`config.mk`:
```
export PLATFORM = sky130hd
export DESIGN_NAME = hub75_rx
export DESIGN_NICKNAME = d
export VERILOG_FILES = /design/src/rtl/hub75_pkg.sv /design/src/rtl/hub75_sync_edge.sv /design/src/rtl/hub75_rx.sv
export SDC_FILE = /design/constraint.sdc
export NUM_CORES = 1
export LEC_CHECK = 0
export ABC_CLOCK_PERIOD_IN_PS = 1610
export BUFFER_PORTS_ARGS = -buffer_cell sky130_fd_sc_hd__buf_2
export CORE_ASPECT_RATIO = 1.25
export CORE_MARGIN = 1
export CORE_UTILIZATION = 56
export DETAILED_ROUTE_END_ITERATION = 8
export PLACE_DENSITY = 0.79
export SYNTH_ARGS = -nofsm -noshare
export SYNTH_HDL_FRONTEND = slang
export SYNTH_SLANG_ARGS = --single-unit
export TNS_END_PERCENT = 50
```
`constraint.sdc`:
```
create_clock -name Clkin -period 1.61 [get_ports Clkin]
set_input_delay 0.0805 -clock Clkin [delete_from_list [all_inputs] [get_ports Clkin]]
set_output_delay 0.0805 -clock Clkin [all_outputs]
set_load 0.005 [all_outputs]
```
`src/rtl/hub75_pkg.sv`:
```
// Shared constants and types for the HUB75 receive endpoint: pixel lane order,
// column default and the synchronizer data-group width.
package hub75_pkg;

  localparam int HUB75_COLS_DEF = 32;

  // Bit position of each colour line inside one 6-bit column.
  localparam int IDX_R1 = 0;
  localparam int IDX_G1 = 1;
  localparam int IDX_B1 = 2;
  localparam int IDX_R2 = 3;
  localparam int IDX_G2 = 4;
  localparam int IDX_B2 = 5;

  localparam int PIX_W   = 6;
  localparam int ADDR_W  = 3;
  localparam int SYNC_DW = PIX_W + ADDR_W;

  typedef logic [ADDR_W-1:0] row_addr_t;

endpackage

```
`src/rtl/hub75_sync_edge.sv`:
```
// Input capture for the HUB75 bus: colour, address, shift clock and latch cross as one
// group (2 flops with HUB75_RX_SYNC_EN defined, 1 flop otherwise), then prev-based edge detect.
module hub75_sync_edge #(
  parameter int DW = 9
) (
  input  logic          clk,
  input  logic          rst,
  input  logic [DW-1:0] data_i,
  input  logic          hub_clk_i,
  input  logic          latch_i,
  output logic [DW-1:0] data_o,
  output logic          clk_rise_o,
  output logic          lat_rise_o
);

`ifdef HUB75_RX_SYNC_EN
  localparam int DEPTH = 2;
`else
  localparam int DEPTH = 1;
`endif
  localparam int W = DW + 2;

  logic [DEPTH-1:0][W-1:0] stage_q, stage_d;
  logic [DEPTH-1:0]        fill_q, fill_d;
  logic [1:0]              prev_q, prev_d;
  logic                    armed_q, armed_d;
  logic [W-1:0]            tail;

  // NOTE: every variable gets a default at the top of always_comb so no path leaves it unassigned (no latch).
  always_comb begin
    stage_d    = stage_q;
    fill_d     = fill_q;
    stage_d[0] = {latch_i, hub_clk_i, data_i};
    fill_d[0]  = 1'b1;
    for (int i = 1; i < DEPTH; i++) begin
      stage_d[i] = stage_q[i-1];
      fill_d[i]  = fill_q[i-1];
    end
    tail    = stage_q[DEPTH-1];
    prev_d  = tail[W-1:DW];
    // prev only holds a real sample once the pipeline has refilled after reset,
    // so a line already high at reset release never looks like a rising edge.
    armed_d = fill_q[DEPTH-1];
  end

  // NOTE: non-blocking assignments in clocked blocks so every flop samples pre-edge values.
  always_ff @(posedge clk) begin
    if (rst) begin
      stage_q <= '0;
      fill_q  <= '0;
      prev_q  <= '0;
      armed_q <= 1'b0;
    end else begin
      stage_q <= stage_d;
      fill_q  <= fill_d;
      prev_q  <= prev_d;
      armed_q <= armed_d;
    end
  end

  assign data_o     = tail[DW-1:0];
  assign clk_rise_o = armed_q & tail[DW]   & ~prev_q[0];
  assign lat_rise_o = armed_q & tail[DW+1] & ~prev_q[1];

endmodule

```
`src/rtl/hub75_rx.sv`:
```
// HUB75 receive endpoint: deserializes one row-pair per latch and offers it on a
// valid/ready port. Input synchronizer depth selected by HUB75_RX_SYNC_EN.
module hub75_rx
  import hub75_pkg::*;
#(
  parameter int COLS  = HUB75_COLS_DEF,
  parameter int CNT_W = $clog2(COLS + 1)
) (
  input  logic                  Clkin,
  input  logic                  Rst,
  input  logic                  HubClk,
  input  logic                  Latin,
  input  logic                  Ain,
  input  logic                  Bin,
  input  logic                  Cin,
  input  logic                  R1in,
  input  logic                  G1in,
  input  logic                  B1in,
  input  logic                  R2in,
  input  logic                  G2in,
  input  logic                  B2in,
  output logic [6*COLS-1:0]     RowData,
  output logic [2:0]            RowAddr,
  output logic                  RowValid,
  input  logic                  RowReady,
  output logic [CNT_W-1:0]      BitCount,
  output logic                  ShortRow,
  output logic                  Overrun,
  input  logic                  ClrFlags
);

  localparam int               ROW_W   = PIX_W * COLS;
  localparam logic [CNT_W-1:0] CNT_MAX = {CNT_W{1'b1}};
  localparam logic [CNT_W-1:0] CNT_ROW = CNT_W'(COLS);

  logic [SYNC_DW-1:0] raw_data, sync_data;
  logic               clk_rise, lat_rise;
  logic               out_free;

  logic [ROW_W-1:0] shift_q, shift_d;
  logic [CNT_W-1:0] cnt_q, cnt_d;
  logic [ROW_W-1:0] row_data_q, row_data_d;
  row_addr_t        row_addr_q, row_addr_d;
  logic [CNT_W-1:0] bit_count_q, bit_count_d;
  logic             row_valid_q, row_valid_d;
  logic             short_q, short_d;
  logic             overrun_q, overrun_d;

  always_comb begin
    raw_data                  = '0;
    raw_data[IDX_R1]          = R1in;
    raw_data[IDX_G1]          = G1in;
    raw_data[IDX_B1]          = B1in;
    raw_data[IDX_R2]          = R2in;
    raw_data[IDX_G2]          = G2in;
    raw_data[IDX_B2]          = B2in;
    raw_data[PIX_W +: ADDR_W] = {Cin, Bin, Ain};
  end

  hub75_sync_edge #(
    .DW (SYNC_DW)
  ) u_sync_edge (
    .clk        (Clkin),
    .rst        (Rst),
    .data_i     (raw_data),
    .hub_clk_i  (HubClk),
    .latch_i    (Latin),
    .data_o     (sync_data),
    .clk_rise_o (clk_rise),
    .lat_rise_o (lat_rise)
  );

  always_comb begin
    shift_d     = shift_q;
    cnt_d       = cnt_q;
    row_data_d  = row_data_q;
    row_addr_d  = row_addr_q;
    bit_count_d = bit_count_q;
    row_valid_d = row_valid_q && !RowReady;
    short_d     = short_q;
    overrun_d   = overrun_q;
    out_free    = !row_valid_q || RowReady;

    // Shift is resolved first so a latch in the same sample captures the new bit.
    if (clk_rise) begin
      shift_d            = shift_q << PIX_W;
      shift_d[PIX_W-1:0] = sync_data[PIX_W-1:0];
      if (cnt_q != CNT_MAX) cnt_d = cnt_q + 1'b1;
    end

    if (lat_rise) begin
      if (out_free) begin
        row_data_d  = shift_d;
        row_addr_d  = sync_data[PIX_W +: ADDR_W];
        bit_count_d = cnt_d;
        row_valid_d = 1'b1;
        if (cnt_d != CNT_ROW) short_d = 1'b1;
      end else begin
        overrun_d = 1'b1;
      end
      cnt_d = '0;
    end

    if (ClrFlags) begin
      short_d   = 1'b0;
      overrun_d = 1'b0;
    end
  end

  // NOTE: the shift chain and row register are reset too, so a row cut short by reset
  // can never leak stale columns into a later capture.
  always_ff @(posedge Clkin) begin
    if (Rst) begin
      shift_q     <= '0;
      cnt_q       <= '0;
      row_data_q  <= '0;
      row_addr_q  <= '0;
      bit_count_q <= '0;
      row_valid_q <= 1'b0;
      short_q     <= 1'b0;
      overrun_q   <= 1'b0;
    end else begin
      shift_q     <= shift_d;
      cnt_q       <= cnt_d;
      row_data_q  <= row_data_d;
      row_addr_q  <= row_addr_d;
      bit_count_q <= bit_count_d;
      row_valid_q <= row_valid_d;
      short_q     <= short_d;
      overrun_q   <= overrun_d;
    end
  end

  assign RowData  = row_data_q;
  assign RowAddr  = row_addr_q;
  assign RowValid = row_valid_q;
  assign BitCount = bit_count_q;
  assign ShortRow = short_q;
  assign Overrun  = overrun_q;

endmodule

```
# After elaboration in Yosys (flattened, before gate mapping)

Cells that the tools add are included.

Reductions and logical operators: 9
Eq/ne operators: 2
Add/subtract/negate cells: 1
Multiplexer cells: 6
Bitwise logic cells: 7

Operators with widths:

| kind                  | number |
|---|---|
| $mux W192             | 1 |
| $mux W6               | 2 |
| $ne A6 B6 Y1 const B  | 2 |
| $add A6 B1 Y6 const B | 1 |
| $and A1 B1 Y1         | 4 |
| $reduce_and A2 Y1     | 2 |
| $reduce_or A2 Y1      | 2 |
| $mux W1               | 3 |
| $not A1 Y1            | 3 |
| $reduce_and A3 Y1     | 1 |
| $logic_not A1 Y1      | 2 |
| $logic_and A1 B1 Y1   | 1 |
| $logic_or A1 B1 Y1    | 1 |

Input bits: 15
Flip-flop bits (word level): 417
Output and inout bits: 204
Logic and storage cells: 37

# Longest topological paths before layout

Gate-level depths: netlist of the first run.

Depth after elaboration: 5
Depth in mapped cells: 7
Mapped depth without buffers: 6

# Cells and area by module

From an unflattened synthesis of the first run, not the netlist that was laid out.

Cell total of the unflattened synthesis: 1,396
Area total of the unflattened synthesis: 14,281.2 µm²

Modules (own cells, without submodules):

| module          | instances | sequential area each (µm²) | area each (µm²) | cells each |
|---|---|---|---|---|
| hub75_rx        | 1         | 8,047.7                    | 13,764.5        | 1,354 |
| hub75_sync_edge | 1         | 300.3                      | 516.7           | 42 |

# Least setup slack after synthesis of the first run

OpenSTA, ideal clock, no wires.

Kind: flip-flop to flip-flop
Start point: reg cnt_q[0]
End point: reg short_q (netlist: ShortRow)
Data arrival time: 1,325 ps
Stages on the path, launching flop included: 7
Buffers on the path: 0
Library setup time: 140 ps
Slack: 145 ps
Required time: 1,470 ps
Clock period less this slack: 1,465 ps
Cells stage by stage: dfxtp_1 > ha_1 > nand3_1 > o21ai_2 > or3b_1 > a21oi_1 > a41oi_1

Longest elaborated chain between the ends: 5
Elaborated cells between the ends (all ways): 6
Classes of those cells: 1 x add/sub; 2 x eq/ne; 2 x mux; 1 x reduce/logical

RTL lines:

| what                                          | RTL line        | source |
|---|---|---|
| start, declared                               | hub75_rx.sv:41  | `logic [CNT_W-1:0] cnt_q, cnt_d;` |
| start signal, assigned                        | hub75_rx.sv:124 | `cnt_q <= cnt_d;` |
| $add A6 B1 Y6 or $ne A6 B6 Y1 (tied branches) | hub75_rx.sv:88  | `if (cnt_q != CNT_MAX) cnt_d = cnt_q + 1'b1;` |
| $mux W6                                       | hub75_rx.sv:88  |  |
| $mux W6 (*)                                   | hub75_rx.sv:85  | `if (clk_rise) begin` |
| $ne A6 B6 Y1 (*)                              | hub75_rx.sv:97  | `if (cnt_d != CNT_ROW) short_d = 1'b1;` |
| $reduce_and A3 Y1 (no source line) (*)        | -               |  |
| end signal, assigned                          | hub75_rx.sv:129 | `short_q <= short_d;` |
| end, declared                                 | hub75_rx.sv:46  | `logic short_q, short_d;` |

Mark *: on every way between the ends. The rest lies on a longest branch, timed or not.
A chain may end at the register's enable or synchronous reset.

# Final worst setup path of the first run

Start point: reg u_sync_edge.prev_q[1]
End point: reg row_data_q[84] (netlist: RowData[84])

Longest elaborated chain between the ends: 3

RTL lines:

| what                               | RTL line              | source |
|---|---|---|
| start, declared                    | hub75_sync_edge.sv:25 | `logic [1:0] prev_q, prev_d;` |
| start signal, assigned             | hub75_sync_edge.sv:56 | `prev_q <= prev_d;` |
| $not A1 Y1                         | hub75_sync_edge.sv:63 | `assign lat_rise_o = armed_q & tail[DW+1] & ~prev_q[1];` |
| $and A1 B1 Y1                      | hub75_sync_edge.sv:63 |  |
| $reduce_and A2 Y1 (no source line) | -                     |  |
| end signal, assigned               | hub75_rx.sv:125       | `row_data_q <= row_data_d;` |
| end, declared                      | hub75_rx.sv:42        | `logic [ROW_W-1:0] row_data_q, row_data_d;` |

No other way between the ends.

==> Flow_metrics.wiki, run 1 <==
{| class="wikitable"
! Metric !! Value
|-
| CP endpoint kind || flip-flop
|-
| Leftover overflow at the end of global routing || 0
|-
| Type of origin of the critical path || flip-flop
|-
| WHS Path Cells || 3
|-
| FF+latch count, synth || 417
|-
| Detailed Route WL || 32500 um
|-
| Root buffer cell || sky130_fd_sc_hd__clkbuf_16
|-
| Startpoint of the worst hold path || B1in
|-
| Longest individual stage delay on the worst path || 310 ps
|-
| Post-DR wirelength/cell || 16.4 um
|-
| Share of synthesized area occupied by flip-flops and latches || 58.2%
|-
| Clock Skew || 15.3 ps
|-
| Core area || 25200 sq um
|-
| Pin slew with the least headroom to its limit || 396 ps
|-
| Max_slew headroom || 73.6%
|-
| Top cells by area in the synthesized netlist || sky130_fd_sc_hd__dfxtp_1 58%, sky130_fd_sc_hd__mux2i_1 14%, sky130_fd_sc_hd__nor2_1 10%
|-
| Status || complete, but fails checks
|-
| Total global-route track usage || 22.5%
|-
| Total power after layout || 21000 uW
|-
| Total via count after detailed routing || 10700
|-
| Remaining design rule violation count || 0
|-
| CTS tree || built
|-
| Critical path peak fanout || 29
|-
| Via/cell ratio || 5.39
|-
| CTS Buf Count || 39
|-
| Post-placement cell area || 15900 sq um
|-
| Clock sink count || 417
|-
| Initial detailed-routing violation count || 450
|-
| Endpoints failing setup || 2
|-
| Hold/Removal Path Class || input pin to flip-flop
|-
| Worst-case reg-to-reg path depth || 7
|-
| Final Cell Area || 18100 sq um
|-
| Clock-pin slew on the worst setup and hold paths || 70 ps
|-
| Final Non-Filler Cells || 1978
|-
| Sum of negative setup slack || -125 ps
|-
| Startpoint of the worst-slack reg-to-reg timing path || u_sync_edge.prev_q[1]
|-
| Mapped Nets || 1398
|-
| Die extent in x || 145 um
|-
| Top-area cell type share of the netlist area || 58.2%
|-
| Count of placed standard cells including taps || 1876
|-
| Syn. warnings || 0
|-
| Cell repeated most along the worst path || sky130_fd_sc_hd__buf_12
|-
| First drt pass iteration count || 5
|-
| Time the final worst path needs with I/O delays and setup || 1730 ps
|-
| Worst-case setup margin in the final layout || -118 ps
|-
| Endpoint of the most critical register-to-register path || RowData[84]
|-
| Violations in the final reports || setup timing
|-
| Buf+Inv Stages, Crit Path || 3
|-
| Count of different cell masters after synthesis || 30
|-
| PortBufs || 218
|-
| Number of H-tree levels || 2
|-
| Critical path's slowest cell || sky130_fd_sc_hd__dfxtp_1
|-
| Number of max-cap violations || 0
|-
| Post-detail-place hpwl || 19700 um
|-
| Post-Synthesis Mean Instance Area || 10.4 sq um
|-
| Worst path required time || 2010 ps
|-
| Ant. Diodes || 0
|-
| Max rail drop VDD || 0.926 mV
|-
| Worst Hold End || u_sync_edge.stage_q[2]
|-
| Synthesis-to-finish area growth || 26.0%
|-
| NumNets Final || 1632
|-
| Final clock period utilization by the worst path || 107%
|-
| Share of layout cells above drive strength 1 || 25.4%
|-
| Worst-Skew Late Latency || 520 ps
|-
| Fmax || 579 MHz
|-
| First-pass GRT wire length || 49100 um
|-
| Maximum count of clock buffers along a single path || 3
|-
| Remaining antenna violation count after routing || 0
|-
| Total Die Area || 26200 sq um
|-
| Number of standard-cell rows in the floorplan || 65
|-
| Number of global-route vias before repair || 9865
|-
| Cell area after synthesis || 14300 sq um
|-
| Worst-case register-to-register setup slack || -120 ps
|-
| Critical path's top delay family || buffers and inverters
|-
| Routability cong. || 0.794
|-
| Number of max-slew violations in the final report || 0
|-
| Static leakage || 0.00697 uW
|-
| Total power density per cell area || 1160 nW/um^2
|-
| Final hold viol count || 0
|-
| Data arrival time of the critical path || 2130 ps
|-
| Hold slack final || 325 ps
|-
| Maximum number of pins on one net before global-route repair || 69
|-
| RSZ-0062 raised after global routing || yes
|-
| Post-synthesis cell type with the largest combined area || sky130_fd_sc_hd__dfxtp_1
|-
| I/O pin count || 219
|-
| Effective utilization at floorplan || 56.9%
|-
| WS Path Type || flip-flop to flip-flop
|-
| Series of cell instances along the critical path || nand3b_1 > nor2_4 > buf_12 > buf_12 > buf_16 > nor2_1 > a211oi_1
|-
| Instance count of the mapped netlist || 1382
|-
| Fill cell instance count of the final layout || 1732
|-
| Number of antenna violations at the first check in global routing || 0
|-
| Height of the chip || 181 um
|}
-- worst max path at each step --
stage                            start           to  slack [ps]  cells past startpoint
6_report         u_sync_edge.prev_q[1]  RowData[84]        -120                      7
5_1_grt        u_sync_edge.stage_q[10]  RowData[84]        -170                      7
3_5_place_dp       u_sync_edge.armed_q  RowData[60]          30                      6
4_1_cts          u_sync_edge.prev_q[0]  RowData[67]           9                      5
3_3_place_gp     u_sync_edge.prev_q[0]  RowData[67]          50                      5
2_1_floorplan                 cnt_q[0]     ShortRow         150                      6
-- final cells by class --
type	count	area (sq um)	area share [%]
repair buffers	304	2370	13.1
flip-flops and latches	417	8350	46.2
inverters	1	3.75	0.0208
well taps	335	419	2.32
clock inverters	17	191	1.06
clock buffers	51	1110	6.15
multi-input cells	853	5620	31.1
-- registers in the layout (all words and copies together) (netlist names) --
register,flops
RowData,192
shift_q,192
u_sync_edge.stage_q,11
BitCount,6
cnt_q,6
RowAddr,3
u_sync_edge.prev_q,2
Overrun,1
RowValid,1
ShortRow,1
u_sync_edge.armed_d,1
u_sync_edge.armed_q,1
-- cell usage after synthesis --
cell and number:
sky130_fd_sc_hd__dfxtp_1 417, sky130_fd_sc_hd__nor3_1 1, sky130_fd_sc_hd__a211oi_1 183, sky130_fd_sc_hd__nand4_1 3
sky130_fd_sc_hd__or3b_1 1, sky130_fd_sc_hd__nor2b_1 16, sky130_fd_sc_hd__nand3b_1 2, sky130_fd_sc_hd__mux2i_1 196
sky130_fd_sc_hd__nand2b_1 3, sky130_fd_sc_hd__ha_1 1, sky130_fd_sc_hd__buf_2 29, sky130_fd_sc_hd__a41oi_1 1
sky130_fd_sc_hd__nand2_1 16, sky130_fd_sc_hd__buf_8 10, sky130_fd_sc_hd__o21ai_0 1, sky130_fd_sc_hd__a21oi_1 9
sky130_fd_sc_hd__and3b_1 2, sky130_fd_sc_hd__inv_1 1, sky130_fd_sc_hd__clkbuf_1 58, sky130_fd_sc_hd__buf_4 3
sky130_fd_sc_hd__buf_1 3, sky130_fd_sc_hd__buf_6 8, sky130_fd_sc_hd__nor2_1 397, sky130_fd_sc_hd__o21a_1 3
sky130_fd_sc_hd__o21ai_2 1, sky130_fd_sc_hd__xor2_1 1, sky130_fd_sc_hd__a211oi_2 11, sky130_fd_sc_hd__nand3_1 2
sky130_fd_sc_hd__nor2_2 1, sky130_fd_sc_hd__and3_1 2
-- routing by layer --
layer | routed length, um | global-route usage (%) | vias up
li1 | - | - | 5232
met1 | 13800 | 29.1 | 5083
met5 | 0 | 0 | -
met4 | 771 | 7.16 | 0
met3 | 1660 | 3.61 | 60
met2 | 16300 | 38.4 | 289
-- placed cells by master, fill, tap and decap left out, types with 9 or more instances in the layout --
cell type	synthesis	layout
sky130_fd_sc_hd__clkbuf_16	0	48
sky130_fd_sc_hd__dlygate4sd3_1	0	21
sky130_fd_sc_hd__nor2b_1	16	15
sky130_fd_sc_hd__nand2_1	16	16
sky130_fd_sc_hd__mux2i_1	196	155
sky130_fd_sc_hd__dfxtp_1	417	415
sky130_fd_sc_hd__clkbuf_8	0	9
sky130_fd_sc_hd__mux2i_2	0	35
sky130_fd_sc_hd__buf_12	0	20
sky130_fd_sc_hd__buf_4	3	24
sky130_fd_sc_hd__clkinv_2	0	11
sky130_fd_sc_hd__a211oi_1	183	173
sky130_fd_sc_hd__buf_2	29	217
sky130_fd_sc_hd__a21oi_1	9	9
sky130_fd_sc_hd__nor2_1	397	397
sky130_fd_sc_hd__a211oi_2	11	21
-- worst min-delay path: stages --
cell and delay [ps]:
sky130_fd_sc_hd__dlygate4sd3_1 520, sky130_fd_sc_hd__buf_2 90, sky130_fd_sc_hd__nor2b_1 100
-- power breakdown --
group	switching (uW)	internal [uW]
combinational	556	475
clock	3830	5500
sequential	107	10500
-- logic make-up (layout without fill, tap and decap cells) --
family	Yosys count	in the layout	share of synthesized area [%]
simple gates	446	446	12.3
flops	417	417	58.2
compound gates	209	209	11.2
mux	196	196	13.7
buf+inv	112	373	4.47
fa+ha+maj	1	1	0.0873
xor+xnor	1	1	0.0611
-- stage by stage --
step,util [%],setup slack (ps)
finish,71.7,-118
global route,71.7,-169
CTS,69.3,8.95
detailed placement,63.2,30.2
global placement,63.2,51.0
floorplan,-,145
-- repair_timing --
action,4_1_cts,5_1_grt
pin swaps,1,5
cloned,0,9
hold buffers,21,0
endpoints found under the hold margin,38,0
setup endpoints to repair,2,147
gates resized for setup,1,73
setup buffers,0,4
Power figures use the tool's default switching activity.
==> run 2: changes to the inputs <==
--- a/config.mk
+++ b/config.mk
@@ -14,5 +14,6 @@
 export PLACE_DENSITY = 0.79
 export SYNTH_ARGS = -nofsm -noshare
 export SYNTH_HDL_FRONTEND = slang
+export SYNTH_HIERARCHICAL = 1
 export SYNTH_SLANG_ARGS = --single-unit
 export TNS_END_PERCENT = 50
==> Flow_metrics.wiki, run 2 <==
{| class="wikitable"
! Metric !! Value
|-
| Critical path's slowest cell || sky130_fd_sc_hd__and3b_4
|-
| Asr flop ratio synth || 0% (unchanged)
|-
| Instance count of the mapped netlist || 1396 (+1.0%)
|-
| Worst-Skew Late Latency || 510 ps (about the same)
|-
| Share of layout cells above drive strength 1 || 24.5% (-0.91 points)
|-
| Root buffer cell || sky130_fd_sc_hd__clkbuf_16
|-
| Top cells by area in the synthesized netlist || sky130_fd_sc_hd__dfxtp_1 58%, sky130_fd_sc_hd__mux2i_1 14%, sky130_fd_sc_hd__nor2_1 10%
|-
| Post-DR wirelength/cell || 15.8 um (-4.1%)
|-
| Post-Synthesis Mean Instance Area || 10.2 sq um (-1.4%)
|-
| Worst-case setup margin in the final layout || -0.536 ps (+117 ps)
|-
| Final hold viol count || 0 (unchanged)
|-
| Number of standard-cell rows in the floorplan || 65 (unchanged)
|-
| RSZ-0062 raised after global routing || yes
|-
| Post-detail-place hpwl || 20000 um (+1.6%)
|-
| Effective utilization at floorplan || 56.8% (about the same)
|-
| Final clock period utilization by the worst path || 100% (-7.3 points)
|-
| Mapped Nets || 1412 (+1.0%)
|-
| Routability cong. || 0.777 (-2.1%)
|-
| Violations in the final reports || setup timing
|-
| Max_slew headroom || 65.6% (-8.1 points)
|-
| Pin slew with the least headroom to its limit || 517 ps (+121 ps)
|-
| Hold slack final || 36.7 ps (-288 ps)
|-
| Longest individual stage delay on the worst path || 360 ps (+50 ps)
|-
| I/O pin count || 219 (unchanged)
|-
| Die extent in x || 145 um (-0.19%)
|-
| Number of global-route vias before repair || 9508 (-3.6%)
|-
| Worst path required time || 2000 ps (about the same)
|-
| Most frequent cell after synthesis || sky130_fd_sc_hd__dfxtp_1
|-
| Number of max-cap violations || 0 (unchanged)
|-
| CP endpoint kind || flip-flop
|-
| Core area || 25100 sq um (-0.32%)
|-
| CTS Buf Count || 39 (unchanged)
|-
| Clock sink count || 417 (unchanged)
|-
| Total power density per cell area || 1170 nW/um^2 (+0.65%)
|-
| Number of H-tree levels || 2 (unchanged)
|-
| Most common library cells after synthesis || 417 x sky130_fd_sc_hd__dfxtp_1, 394 x sky130_fd_sc_hd__nor2_1, 194 x sky130_fd_sc_hd__a211oi_1, 194 x sky130_fd_sc_hd__mux2i_1, 54 x sky130_fd_sc_hd__clkbuf_1
|-
| Hold/Removal Path Class || input pin to flip-flop
|-
| Endpoints failing setup || 1 (-1)
|-
| Initial detailed-routing violation count || 485 (+7.8%)
|-
| Clock-pin slew on the worst setup and hold paths || 70 ps (about the same)
|-
| Number of max-slew violations in the final report || 0 (unchanged)
|-
| Series of cell instances along the critical path || and3b_4 > buf_12 > buf_12 > mux2i_1 > a211oi_1
|-
| Post-placement cell area || 16000 sq um (+0.47%)
|-
| Type of origin of the critical path || flip-flop
|-
| Number of antenna violations at the first check in global routing || 1 (+1)
|-
| Final Non-Filler Cells || 1979 (+0.051%)
|-
| Max rail drop VDD || 0.855 mV (-7.6%)
|-
| Count of placed standard cells including taps || 1877 (+0.053%)
|-
| Most frequent standard cell in the layout excluding fill and tap cells || sky130_fd_sc_hd__dfxtp_1
|-
| Top-area cell type share of the netlist area || 58.5% (+0.22 points)
|-
| Critical path peak fanout || 23 (-21%)
|-
| Static leakage || 0.00685 uW (-1.7%)
|-
| Cell area after synthesis || 14300 sq um (-0.38%)
|-
| Remaining design rule violation count || 0 (unchanged)
|-
| Synthesis-to-finish area growth || 25.1%
|-
| Sum of negative setup slack || -0.536 ps (+124 ps)
|-
| Leading cell types in the layout, fill and taps excluded || 415 x sky130_fd_sc_hd__dfxtp_1, 394 x sky130_fd_sc_hd__nor2_1, 217 x sky130_fd_sc_hd__buf_2
|-
| Critical path's top delay family || simple AND/OR/NAND/NOR gates
|-
| Total global-route track usage || 22.7% (+0.16 points)
|-
| Share of synthesized area occupied by flip-flops and latches || 58.5% (+0.22 points)
|-
| Final core utilization || 71.1% (-0.56 points)
|-
| PortBufs || 218 (unchanged)
|-
| Total Die Area || 26100 sq um (-0.38%)
|-
| Buf+Inv Stages, Crit Path || 2 (-1)
|-
| Detailed Route WL || 31200 um (-4.0%)
|-
| WS Path Type || flip-flop to flip-flop
|-
| Status || complete, but fails checks
|-
| Clock Skew || 18.1 ps (+2.75 ps)
|-
| Final Cell Area || 17900 sq um (-1.1%)
|-
| Maximum count of clock buffers along a single path || 3 (unchanged)
|-
| First drt pass iteration count || 5 (unchanged)
|-
| CTS tree || built
|-
| Via/cell ratio || 5.31 (-1.5%)
|-
| Cell repeated most along the worst path || sky130_fd_sc_hd__buf_12
|-
| Height of the chip || 181 um (-0.19%)
|-
| Data arrival time of the critical path || 2000 ps (-130 ps)
|-
| Most frequently used flop master after synthesis || sky130_fd_sc_hd__dfxtp_1
|-
| Remaining antenna violation count after routing || 0 (unchanged)
|-
| Total via count after detailed routing || 10500 (-1.5%)
|-
| Post-synthesis cell type with the largest combined area || sky130_fd_sc_hd__dfxtp_1
|-
| NumNets Final || 1631 (-0.061%)
|-
| Number of enable flip-flop cells after synthesis || 0 (unchanged)
|-
| Count of different cell masters after synthesis || 40 (+33%)
|-
| Fmax || 621 MHz (+7.3%)
|-
| Syn. warnings || 6 (+6)
|-
| Time the final worst path needs with I/O delays and setup || 1610 ps (-117 ps)
|-
| Maximum number of pins on one net before global-route repair || 79 (+14%)
|-
| First-pass GRT wire length || 48000 um (-2.2%)
|-
| FF+latch count, synth || 417 (unchanged)
|-
| Leftover overflow at the end of global routing || 0 (unchanged)
|}
==> run 2: cell count changes in the layout (fill, tap and decap cells not counted), sizes merged, moves of 3 or more <==
cell         previous run  this run
and2b                   0         5
buf                   274       283
clkinv                 11         8
dlygate4sd3            21        14
nand2                  16        13
nor2                  398       394
nor2b                  16        11
o211ai                  0         3
o21a                    3         0
==> run 2: repair_timing <==
| item | in CTS | in global routing |
|---|---|---|
| resized for setup | 2 | 42 |
| pin swaps | 1 | 3 |
| setup endpoints to repair | 2 | 118 |
| hold buffers | 14 | 0 |
| buffers inserted | 0 | 14 |
| gates cloned | 0 | 4 |
| hold endpoints to repair | 30 | 0 |
==> run 2: worst reg2reg max path, stage by stage, from the launching register on <==
cell and delay (ps):
sky130_fd_sc_hd__dfxtp_1 300, sky130_fd_sc_hd__and3b_4 360, sky130_fd_sc_hd__buf_12 150, sky130_fd_sc_hd__buf_12 210
sky130_fd_sc_hd__mux2i_1 330, sky130_fd_sc_hd__a211oi_1 140
==> run 2: stage by stage <==
stage / setup slack (ps) / power (uW)
floorplan: -9.68 / 11400
global placement: 90.7 / 11700
detailed placement: 25.0 / 11700
CTS: 4.33 / 21000
global route: -72.0 / 21600
finish: -0.536 / 20900
==> run 2: cell type report <==
type,count,area (sq um)
Antenna cell,1,2.50
Clock buffer,55,1150
Clock inverter,14,158
Fill cell,1809,7260
Inverter,2,7.51
Multi-Input combinational cell,854,5520
Sequential cell,417,8350
Tap cell,335,419
Timing Repair Buffer,301,2260
==> run 2: power by group <==
group	leakage [uW]	switching, uW	total, uW	internal, uW
logic	0.00283	539	996	457
registers	0.00337	99.0	10600	10500
clock network	0.000643	3810	9280	5470
total	0.00685	4450	20900	16400
==> run 2: cell families after synthesis <==
family          count (synthesis)  share of synthesized area (%)
compound gates                215                           11.1
xor+xnor                        1                         0.0613
fa+ha+maj                       1                         0.0876
buf+inv                       125                           4.09
flops                         417                           58.5
mux                           194                           13.6
simple gates                  443                           12.6
==> run 2: path summary, 6_finish.rpt <==
kind | start | slack [ps] | to | depth (start not counted)
setup reg to reg | u_sync_edge/prev_q[0] | -0.5 | RowData[174] | 5
hold / removal | RowReady | 40 | RowValid | 5
setup / recovery | u_sync_edge/prev_q[0] | -0.5 | RowData[174] | 5
hold reg to reg | u_sync_edge/stage_q[7] | 430 | RowAddr[1] | 2
==> run 2: per-layer routing <==
layer	part of all wire, %	GRT usage, %
met1	44	29.6
met2	49	37.9
met3	5.3	4.57
met4	1.8	5.85
met5	0	0
